`src/rtl/uart_pkg.sv`:
```
// rtl/uart_pkg.sv - shared UART FSM states and baud arithmetic for uart_tx/uart_rx
package uart_pkg;

  typedef enum logic [2:0] {
    IDLE   = 3'd0,
    START  = 3'd1,
    DATA   = 3'd2,
    PARITY = 3'd3,
    STOP   = 3'd4
  } uart_state_t;

  // 16x oversampling divisor, identical on both ends of the link
  function automatic int baud_div(input int clk_freq, input int baud_rate);
    return clk_freq / (baud_rate * 16);
  endfunction

  // clocks per serial bit
  function automatic int bit_cycles(input int clk_freq, input int baud_rate);
    return baud_div(clk_freq, baud_rate) * 16;
  endfunction

endpackage

```
`src/rtl/uart_baud_gen.sv`:
```
// rtl/uart_baud_gen.sv - bit-period counter with synchronous clear and bit_done pulse
module uart_baud_gen
  import uart_pkg::*;
#(
  parameter int CLK_FREQ  = 50_000_000,
  parameter int BAUD_RATE = 9600
) (
  input  logic clk,
  input  logic reset,
  input  logic clear,
  output logic bit_done
);

  localparam int BIT_CYCLES = bit_cycles(CLK_FREQ, BAUD_RATE);
  localparam int CW         = (BIT_CYCLES > 1) ? $clog2(BIT_CYCLES) : 1;
  localparam logic [CW-1:0] LAST = CW'(BIT_CYCLES - 1);

  logic [CW-1:0] cnt;

  // count 0..BIT_CYCLES-1 and wrap; held at zero while cleared
  always_ff @(posedge clk) begin
    if (reset || clear) begin
      cnt <= '0;
    end else if (cnt == LAST) begin
      cnt <= '0;
    end else begin
      cnt <= cnt + CW'(1);
    end
  end

  assign bit_done = (cnt == LAST) && !clear;

endmodule

```
`src/rtl/uart_tx.sv`:
```
// rtl/uart_tx.sv - 8N1 UART transmitter, 8E1 when UART_TX_PARITY_EN is defined
module uart_tx
  import uart_pkg::*;
#(
  parameter int CLK_FREQ  = 50_000_000,
  parameter int BAUD_RATE = 9600
) (
  input  logic       clk,
  input  logic       reset,
  input  logic       tx_en,
  input  logic       tx_valid,
  input  logic [7:0] tx_data,
  output logic       tx_ready,
  output logic       tx_busy,
  output logic       tx
);

  uart_state_t state, state_next;
  logic [7:0]  shreg, shreg_next;
  logic [2:0]  idx, idx_next;
  logic        tx_next;
  logic        bit_done;
  logic        baud_clear;
  logic        accept;
`ifdef UART_TX_PARITY_EN
  logic        par, par_next;
`endif

  assign tx_ready   = (state == IDLE) && tx_en;
  assign tx_busy    = (state != IDLE);
  assign accept     = tx_valid && tx_ready;
  assign baud_clear = (state == IDLE);

  uart_baud_gen #(
    .CLK_FREQ  (CLK_FREQ),
    .BAUD_RATE (BAUD_RATE)
  ) u_baud (
    .clk      (clk),
    .reset    (reset),
    .clear    (baud_clear),
    .bit_done (bit_done)
  );

  // next state, shift register and the line level that goes with the next state
  always_comb begin
    state_next = state;
    shreg_next = shreg;
    idx_next   = idx;
    tx_next    = 1'b1;
`ifdef UART_TX_PARITY_EN
    par_next   = par;
`endif
    case (state)
      IDLE: begin
        if (accept) begin
          state_next = START;
          shreg_next = tx_data;
          idx_next   = 3'd0;
`ifdef UART_TX_PARITY_EN
          par_next   = ^tx_data;
`endif
        end
      end
      START: begin
        if (bit_done) state_next = DATA;
      end
      DATA: begin
        if (bit_done) begin
          shreg_next = {1'b0, shreg[7:1]};
          idx_next   = idx + 3'd1;
          if (idx == 3'd7) begin
`ifdef UART_TX_PARITY_EN
            state_next = PARITY;
`else
            state_next = STOP;
`endif
          end
        end
      end
`ifdef UART_TX_PARITY_EN
      PARITY: begin
        if (bit_done) state_next = STOP;
      end
`endif
      STOP: begin
        if (bit_done) state_next = IDLE;
      end
      default: state_next = IDLE;
    endcase

    // the line is registered, so it is derived from where the FSM goes next
    case (state_next)
      START:   tx_next = 1'b0;
      DATA:    tx_next = shreg_next[0];
`ifdef UART_TX_PARITY_EN
      PARITY:  tx_next = par_next;
`endif
      default: tx_next = 1'b1;
    endcase
  end

  // state, datapath and registered line output
  always_ff @(posedge clk) begin
    if (reset) begin
      state <= IDLE;
      shreg <= 8'h00;
      idx   <= 3'd0;
      tx    <= 1'b1;
`ifdef UART_TX_PARITY_EN
      par   <= 1'b0;
`endif
    end else begin
      state <= state_next;
      shreg <= shreg_next;
      idx   <= idx_next;
      tx    <= tx_next;
`ifdef UART_TX_PARITY_EN
      par   <= par_next;
`endif
    end
  end

endmodule

```
`config.mk`:
```
export PLATFORM = sky130hd
export DESIGN_NAME = uart_tx
export DESIGN_NICKNAME = d
export VERILOG_FILES = /design/src/rtl/uart_pkg.sv /design/src/rtl/uart_baud_gen.sv /design/src/rtl/uart_tx.sv
export SDC_FILE = /design/constraint.sdc
export NUM_CORES = 1
export LEC_CHECK = 0
export ABC_CLOCK_PERIOD_IN_PS = 3300
export BUFFER_PORTS_ARGS = -buffer_cell sky130_fd_sc_hd__buf_2
export CAP_MARGIN = 5
export CORE_MARGIN = 2
export CORE_UTILIZATION = 60
export CTS_CLUSTER_SIZE = 40
export DETAILED_ROUTE_END_ITERATION = 10
export GPL_TIMING_DRIVEN = 0
export PLACE_DENSITY = 0.91
export SYNTH_ARGS = -nofsm -noshare
export SYNTH_HDL_FRONTEND = slang
export SYNTH_SLANG_ARGS = --single-unit
```
`constraint.sdc`:
```
create_clock -name clk -period 3.3 [get_ports clk]
set_clock_uncertainty 0.2 [all_clocks]
set_input_delay 0.495 -clock clk [delete_from_list [all_inputs] [get_ports clk]]
set_output_delay 0.495 -clock clk [all_outputs]
set_load 0.02 [all_outputs]
```
==> flow_summary_export.csv, run 1 <==
group,metric,value,unit
place,dp.cells,183,
synthesis,synth-edff-count,0,
cells_and_area,post-route-cell-area,0.00143,mm2
timing,rsz0062_at_grt,"false",
global_route,track_usage,22.8,%
clock_tree,clock_latency,320,ps
power,combPwrFrac,8.1,%
drt,routedWlPerCell,13.6,um
synthesis,synth_fp_nets,157,
die,rows,16,
power,switching_power,126,uW
status,run_status,"complete, no violations",
drt,drtPass1Iterations,4,
drt,drc,0,
power,vdd_drop_max,0.329,mV
timing,worst_pin_slew,509,ps
clock_tree,clock-sinks,28,
critical_path,timing.rr.start,"u_baud.cnt[0]",
hold_path,hp-class,"primary input to register",
die,die_w,50.4,um
global_route,antenna_found_initial,0,
hold_path,min_path_cells,3,
critical_path,crit_end,"u_baud.cnt[3]",
cells_and_area,layout.nets,176,
drt,vias,1061,
clock_tree,cts_hold_buf,0,
critical_path,crit_fanout,10,
timing,period_share,65.6,%
global_route,grt_overflow,0,
cells_and_area,fin_util,71.5,%
cells_and_area,fin_cells,187,
cells_and_area,diodes,0,
timing,fin_crit,2160,ps
clock_tree,clockBufferDepth,2,
global_route,grt_pass1_wl,4410,um
synthesis,ys_ff_latch,28,
synthesis,synth_area_leaders,"dfxtp_1 43%, nor2_1 5.5%, xnor2_1 4.7%",
die,dieArea,0.00254,mm2
power,power_density,390,mW/mm2
timing,final_hold_viol_count,0,
timing,setup_violations,0,
critical_path,crit_start,"u_baud.cnt[0]",
clock_tree,htree_num_levels,1,
drt,initialDrtViolationCount,29,
timing,max_freq,0.462,GHz
critical_path,cp_data_arrival_time,2170,ps
timing,setup_slack,1140,ps
cells_and_area,area_growth_syn_to_layout,10.9,%
power,p_leak,0.000540,uW
die,die_h,50.4,um
place,port_buffers,14,
critical_path,cp-start-kind,"register",
clock_tree,cts_tree,"yes",
clock_tree,cts_resized,0,
synthesis,synth_flop_cell,"dfxtp_1",
flow_run,drv_cap,0,
critical_path,path_class,"register to register",
critical_path,rr_worst_depth,6,
synthesis,synth.cell_area,0.00129,mm2
synthesis,syn_area_per_cell,9.09,um2
critical_path,required,3310,ps
synthesis,ys_warn_count,0,
synthesis,yosysUniqueCellTypes,38,
die,initial_core_util,64.5,%
drt,via_per_inst,5.67,
critical_path,r2r_end,"u_baud.cnt[3]",
critical_path,r2r_setup_slack,1140,ps
synthesis,syn_inst,142,
clock_tree,post_cts.repair.setup_buffers,0,
place,pre_cts_slack,1190,ps
global_route,grt_start_max_net_pins,16,
power,p_sw_share,22.5,%
critical_path,endpoint_kind,"register",
timing,fin_setup_tns,0,ps
synthesis,synthArstFlopShare,0,%
cells_and_area,nFillCells,156,
drt,wirelength,2550,um
clock_tree,cts_made_buffers,3,
power,seq_power_share,62.7,%
power,clockPowerShare,29.2,%
cells_and_area,drive_gt1_share,16.9,%
place,placed_area,0.00140,mm2
synthesis,seq_area_frac_synth,43.4,%
place,dp_hpwl,1880,um
clock_tree,cts_root_buf,"clkbuf_4",
synthesis,yosys.area.top_type,"dfxtp_1",
synthesis,synth_most_common_cell,"dfxtp_1",
die,core_area,0.00200,mm2
synthesis,yosysTopAreaCellShare,43.4,%
timing,maxSlewHeadroom,66.0,%
die,ios,15,
synthesis,synthTopCellsByCount,"28 x dfxtp_1, 19 x nor2_1, 11 x nand2_1",
drt,ant_nets,0,
clock_tree,clkTransAtPathRegs,150,ps
power,p_int,432,uW
place,place_congestion,0.841,
timing,slew_violations,0,
global_route,grt_pass1_vias,1007,
-- critical path, cell delays in order (launching register included) --
cell,delay [ps]
dfxtp_1,380
ha_1,210
and3_1,270
and4_1,340
or3_1,200
clkbuf_1,360
nor2_1,90
-- final cells by class --
type	instances	area, um2	area share (%)
Inverter	7	26.3	1.84
Multi-Input combinational cell	101	649	45.4
Buffer	6	55.1	3.85
Clock buffer	4	36.3	2.53
Timing Repair Buffer	14	70.1	4.90
Sequential cell	28	561	39.2
Tap cell	27	33.8	2.36
-- kinds of logic after synthesis --
group | after synthesis | share of synthesized area (%)
xor gates and xnor gates | 11 | 7.46
muxes | 1 | 0.775
DFF | 28 | 43.4
AOI/OAI and AO/OA | 25 | 12.5
buffers and inverters | 13 | 6.30
and+or+nand+nor | 61 | 26.6
adders and majority gates | 3 | 2.91
-- state kept, by name, summed over array words and instances (netlist names) --
name / cells
state: 3
u_baud.cnt: 13
shreg: 8
tx: 1
idx: 3
-- power by group through the flow --
stage	combinational [uW]	clock [uW]	sequential [uW]
after floorplan	27.5	0	358
after global placement	42.3	0	357
after detailed placement	43.8	0	358
after CTS	44.8	168	350
after global routing	50.9	178	351
final	45.0	163	350
-- worst min-delay path by stage --
stage / startpoint / endpoint / slack [ps]
global route: tx_data[0] / shreg[0] / 190
detailed placement: u_baud.cnt[0] / u_baud.cnt[0] / 240
CTS: tx_data[0] / shreg[0] / 190
global placement: u_baud.cnt[0] / u_baud.cnt[0] / 230
finish: tx_data[0] / shreg[0] / 190
floorplan: u_baud.cnt[0] / u_baud.cnt[0] / 210
-- layer usage --
layer	part of all wire, %	wire, um	track usage, %	up-vias
met2	50	1280	39.9	18
met4	1.1	29	6.76	0
li1	-	-	-	531
met3	3.5	90	4.17	6
met1	45	1150	28.5	506
met5	0	0	0	-
-- placed cells by master (no fill, tap or decap), types with 3 or more instances in the layout --
cell type	Yosys	final
ha_1	3	3
xor2_1	4	4
a22oi_1	6	6
inv_1	7	7
nor2_1	19	19
buf_2	1	15
nand3_1	6	6
a21oi_1	10	10
dfxtp_1	28	28
nand2_1	11	11
clkbuf_4	0	3
and3_1	6	6
xnor2_1	7	7
-- metrics by stage --
step / power (uW) / hold slack, ps
CTS: 563 / 185
finish: 558 / 192
detailed placement: 401 / 238
global route: 581 / 190
global placement: 399 / 226
floorplan: 385 / 213
No activity file was read; power rests on OpenSTA's default activity.
==> run 2, diff against run 1 <==
- ABC_CLOCK_PERIOD_IN_PS: 3300 -> 1900
- CORE_UTILIZATION: 60 -> 50
- PLACE_DENSITY: 0.91 -> 0.82
- clock period: 3.3 -> 1.9 ns (I/O delays scaled with it)
==> run 2 against run 1 <==
  * Register-to-register slack got worse by 1100 ps
  * First-iteration DRC count fell by 17%
  * Sequential share of layout area down 2.8 points
  * Via count up 2.8%
  * Critical path type unchanged
==> flow_summary_export.csv, run 2 (same netlist as run 1, synthesis figures left out) <==
group,metric,value,unit
drt,via_per_inst,5.48,
cells_and_area,largest_register_ff_count,13,
die,initial_core_util,52.6,%
cells_and_area,multiInputGateArea,704,um2
flow_run,drv_cap,0,
cells_and_area,regArea,576,um2
global_route,grt_pass1_wl,4290,um
critical_path,path_buf_inv,1,
critical_path,path_class,"register to register",
cells_and_area,final_common_cell,"dfxtp_1",
cells_and_area,diodes,0,
drt,initialDrtViolationCount,24,
timing,slew_violations,0,
die,rows,18,
critical_path,slowest_stage,"dfxtp_4",
drt,vias,1091,
critical_path,path_cells,"nor4_4, and4_1, buf_6, nor2_4, or3b_4, a21oi_2",
drt,ant_nets,0,
drt,wirelength,2630,um
global_route,grt_start_max_net_pins,16,
timing,fin_crit,1820,ps
timing,setup_violations,0,
cells_and_area,area_growth_syn_to_layout,22.7,%
clock_tree,cts_root_buf,"clkbuf_4",
power,seq_power_share,61.4,%
place,dp_hpwl,1860,um
power,switching_power,228,uW
clock_tree,clock-sinks,28,
timing,worst_pin_slew,492,ps
cells_and_area,reg_top3,"u_baud.cnt (13), shreg (8)",
cells_and_area,final_cell_mix,"22 x dfxtp_1, 18 x nor2_1, 15 x buf_2",
hold_path,hp-class,"primary input to register",
clock_tree,clockBufferDepth,2,
critical_path,cp_data_arrival_time,1910,ps
critical_path,endpoint_kind,"register",
cells_and_area,drive_gt1_share,28.4,%
critical_path,crit_family,"simple AND/OR/NAND/NOR gates",
die,die_h,54.8,um
clock_tree,clkTransAtPathRegs,150,ps
power,combPwrFrac,9.2,%
power,clockPowerShare,29.3,%
timing,rsz0062_at_grt,"true",
clock_tree,htree_num_levels,1,
clock_tree,clock_latency,330,ps
cells_and_area,nFillCells,207,
die,core_area,0.00245,mm2
power,vdd_drop_max,0.511,mV
global_route,track_usage,20.2,%
global_route,grt_pass1_vias,961,
power,power_density,623,mW/mm2
clock_tree,cts_tree,"yes",
global_route,grt_overflow,0,
power,p_int,760,uW
critical_path,slowest_delay,410,ps
clock_tree,cts_made_buffers,3,
power,p_sw_share,23.1,%
drt,drtPass1Iterations,4,
timing,maxSlewHeadroom,67.2,%
die,dieArea,0.00301,mm2
place,port_buffers,14,
critical_path,crit_fanout,10,
die,ios,15,
drt,drc,0,
timing,period_share,95.9,%
critical_path,cp-start-kind,"register",
cells_and_area,fin_util,64.5,%
timing,hold_ws,32.8,ps
status,run_status,"complete, no violations",
drt,routedWlPerCell,13.2,um
timing,max_freq,0.549,GHz
die,die_w,54.8,um
power,p_leak,0.000599,uW
global_route,antenna_found_initial,0,
timing,final_hold_viol_count,0,
place,place_congestion,0.778,
cells_and_area,largest-register,"u_baud.cnt",
cells_and_area,layout.nets,185,
critical_path,required,1980,ps
-- run 2: metal layers --
layer / global-route usage, % / share of wire [%] / vias to the layer above
met2: 32.7 / 49 / 26
met4: 7.50 / 1.0 / 0
met3: 6.28 / 4.7 / 5
met1: 25.0 / 45 / 508
met5: 0 / 0 / -
li1: - / - / 552
-- run 2: worst paths after layout --
path,startpoint,endpoint,slack (ps),cells after the start
max,state[0],idx[0],80,6
min,tx_data[2],shreg[2],30,3
min reg2reg,shreg[6],shreg[6],260,2
max reg2reg,state[0],idx[0],80,6
-- run 2: worst reg2reg max path, cell delays in order, from the launching register on --
cell and delay [ps]:
dfxtp_4 410, nor4_4 270, and4_1 240, buf_6 110, nor2_4 60, or3b_4 370
a21oi_2 110
-- run 2: power by group through the flow --
stage	clock (uW)	combinational, uW	sequential, uW
after floorplan	0	47.7	621
after global placement	0	73.6	620
after detailed placement	0	76.4	621
after CTS	300	85.8	609
after global routing	314	103	609
final	290	91.2	607
-- run 2: cell type report --
type	count	area share (%)
multi-input cells	101	44.5
flip-flops and latches	28	36.3
repair buffers	23	9.16
plain buffers	6	3.71
well taps	30	2.37
clock buffers	4	2.29
inverters	7	1.66
-- run 2: through the flow --
stage                     total power, uW  cell area [um2]  TNS, ps  cells  setup slack [ps]
final                                 987             1580        0    199              78.0
after CTS                             995             1530        0    196              4.06
after global placement                694             1400    -1770    186              -170
after global routing                 1030             1580    -35.0    199             -26.9
after floorplan                       669             1290        0    142              33.1
after detailed placement              697             1400    -2450    186              -243
-- run 2: timing repair --
item                       4_1_cts  5_1_grt
hold endpoints to repair         4        0
gates resized for setup         15       11
pin swaps                        2        7
hold buffers                     3        0
buffers inserted                 3        3
setup endpoints to repair       12       11
==> run 3, diff against run 2 <==
- CORE_UTILIZATION: 50 -> 49
- PLACE_DENSITY: 0.82 -> 0.8
==> run 3 against run 2 <==
  * Flip-flop and latch count unchanged
  * Routed wire length decreased by 6.8%
  * Global-route usage decreased by 3.5 points
  * Power increased by 10%
  * Worst setup slack got worse by 31 ps
  * Worst hold slack got worse by 5.4 ps
  * Die area increased by 1.9%
  * First-iteration DRC count decreased by 17%
  * Non-clock buffer count decreased by 5
  * Register-to-register slack got worse by 30 ps
  * Via count decreased by 1.1%
  * Critical path type unchanged
  * Largest cell class unchanged
==> flow_summary_export.csv, run 3 (same netlist as run 1, synthesis figures left out) <==
group,metric,value,unit
cells_and_area,final_cell_mix,"20 x dfxtp_1, 19 x nor2_1, 15 x buf_2",
drt,routedWlPerCell,12.6,um
timing,final_hold_viol_count,0,
clock_tree,cts_root_buf,"clkbuf_4",
die,initial_core_util,52.1,%
status,run_status,"complete, no violations",
die,die_h,55.3,um
global_route,grt_pass1_wl,4160,um
global_route,grt_start_max_net_pins,17,
drt,wirelength,2450,um
global_route,antenna_found_initial,0,
clock_tree,clockBufferDepth,2,
die,ios,15,
critical_path,cp-start-kind,"register",
die,rows,18,
cells_and_area,area_growth_syn_to_layout,19.9,%
die,dieArea,0.00306,mm2
place,dp_hpwl,1750,um
drt,drc,0,
power,p_total,1090,uW
drt,initialDrtViolationCount,20,
clock_tree,htree_num_levels,1,
cells_and_area,fin_util,62.5,%
timing,hold_ws,27.4,ps
drt,ant_nets,0,
hold_path,hp-class,"primary input to register",
drt,vias,1079,
cells_and_area,drive_gt1_share,25.6,%
die,die_w,55.3,um
global_route,track_usage,16.7,%
critical_path,cp_data_arrival_time,1940,ps
cells_and_area,diodes,0,
critical_path,required,1990,ps
timing,rsz0062_at_grt,"true",
clock_tree,cts_tree,"yes",
critical_path,crit_fanout,10,
timing,maxSlewHeadroom,67.8,%
timing,setup_violations,0,
cells_and_area,multiInputGateArea,694,um2
global_route,grt_pass1_vias,961,
timing,max_freq,0.540,GHz
cells_and_area,final_common_cell,"dfxtp_1",
drt,drtPass1Iterations,4,
critical_path,endpoint_kind,"register",
timing,worst_pin_slew,483,ps
critical_path,path_class,"register to register",
place,place_congestion,0.758,
clock_tree,clkTransAtPathRegs,160,ps
timing,fin_crit,1850,ps
timing,period_share,97.5,%
global_route,grt_overflow,0,
timing,slew_violations,0,
flow_run,drv_cap,0,
cells_and_area,reg_top3,"u_baud.cnt (13), shreg (8)",
power,vdd_drop_max,0.438,mV
cells_and_area,nFillCells,208,
power,p_leak,0.000578,uW
timing,fin_setup_tns,0,ps
place,port_buffers,14,
die,core_area,0.00248,mm2
clock_tree,cts_made_buffers,3,
cells_and_area,largest-register,"u_baud.cnt",
cells_and_area,regArea,571,um2
power,power_density,704,mW/mm2
cells_and_area,post-route-cell-area,0.00155,mm2
clock_tree,clock-sinks,28,
cells_and_area,largest_register_ff_count,13,
cells_and_area,layout.nets,180,
clock_tree,clock_latency,340,ps
drt,via_per_inst,5.56,
place,placed_area,0.00140,mm2
## run 3: where the power goes
| part | leakage (uW) | switching, uW | internal (uW) | total [uW] |
|---|---|---|---|---|
| combinational | 0.000320 | 43.7 | 42.0 | 85.7 |
| sequential | 0.000231 | 9.80 | 600 | 610 |
| clock | 0.0000279 | 181 | 214 | 394 |
## run 3: layout make-up
| type | instances | share of cell area [%] |
|---|---|---|
| buffer | 5 | 3.31 |
| clock buffer | 3 | 1.46 |
| clock inverter | 1 | 1.94 |
| inverter | 7 | 1.70 |
| multi-input combinational | 101 | 44.9 |
| sequential | 28 | 36.9 |
| tap | 30 | 2.43 |
| timing repair buffer | 19 | 7.44 |
## run 3: layer usage
layer | global-route usage, % | routed length [um]
met1 | 22.0 | 1190
met2 | 27.4 | 1150
met3 | 2.34 | 71
met4 | 7.32 | 35
met5 | 0 | 0
## run 3: worst paths after layout
path	start	endpoint	slack [ps]	cells past startpoint
worst min-delay path	tx_data[1]	shreg[1]	30	3
worst max register to register	u_baud.cnt[0]	idx[0]	50	7
worst min register to register	shreg[4]	shreg[4]	270	2
worst max-delay path	u_baud.cnt[0]	idx[0]	50	7
## run 3: through the flow
| step | cells | setup WS [ps] |
|---|---|---|
| finish | 194 | 47.0 |
| global route | 194 | -27.4 |
| CTS | 195 | 21.0 |
| detailed placement | 186 | -246 |
| global placement | 186 | -170 |
| floorplan | 142 | 33.1 |
## run 3: repair_timing
action,in CTS,in global routing
resized for setup,13,8
endpoints found under the hold margin,4,0
hold buffers,3,0
pin swaps,1,4
setup endpoints to repair,12,12
buffers inserted,2,0
## run 3: worst max-delay path, stage by stage, from the launching register on
cell and delay (ps):
dfxtp_2 380, ha_4 150, and3_4 220, and4_1 190, buf_6 110, nor2_4 50
or3b_1 390, a21oi_2 110
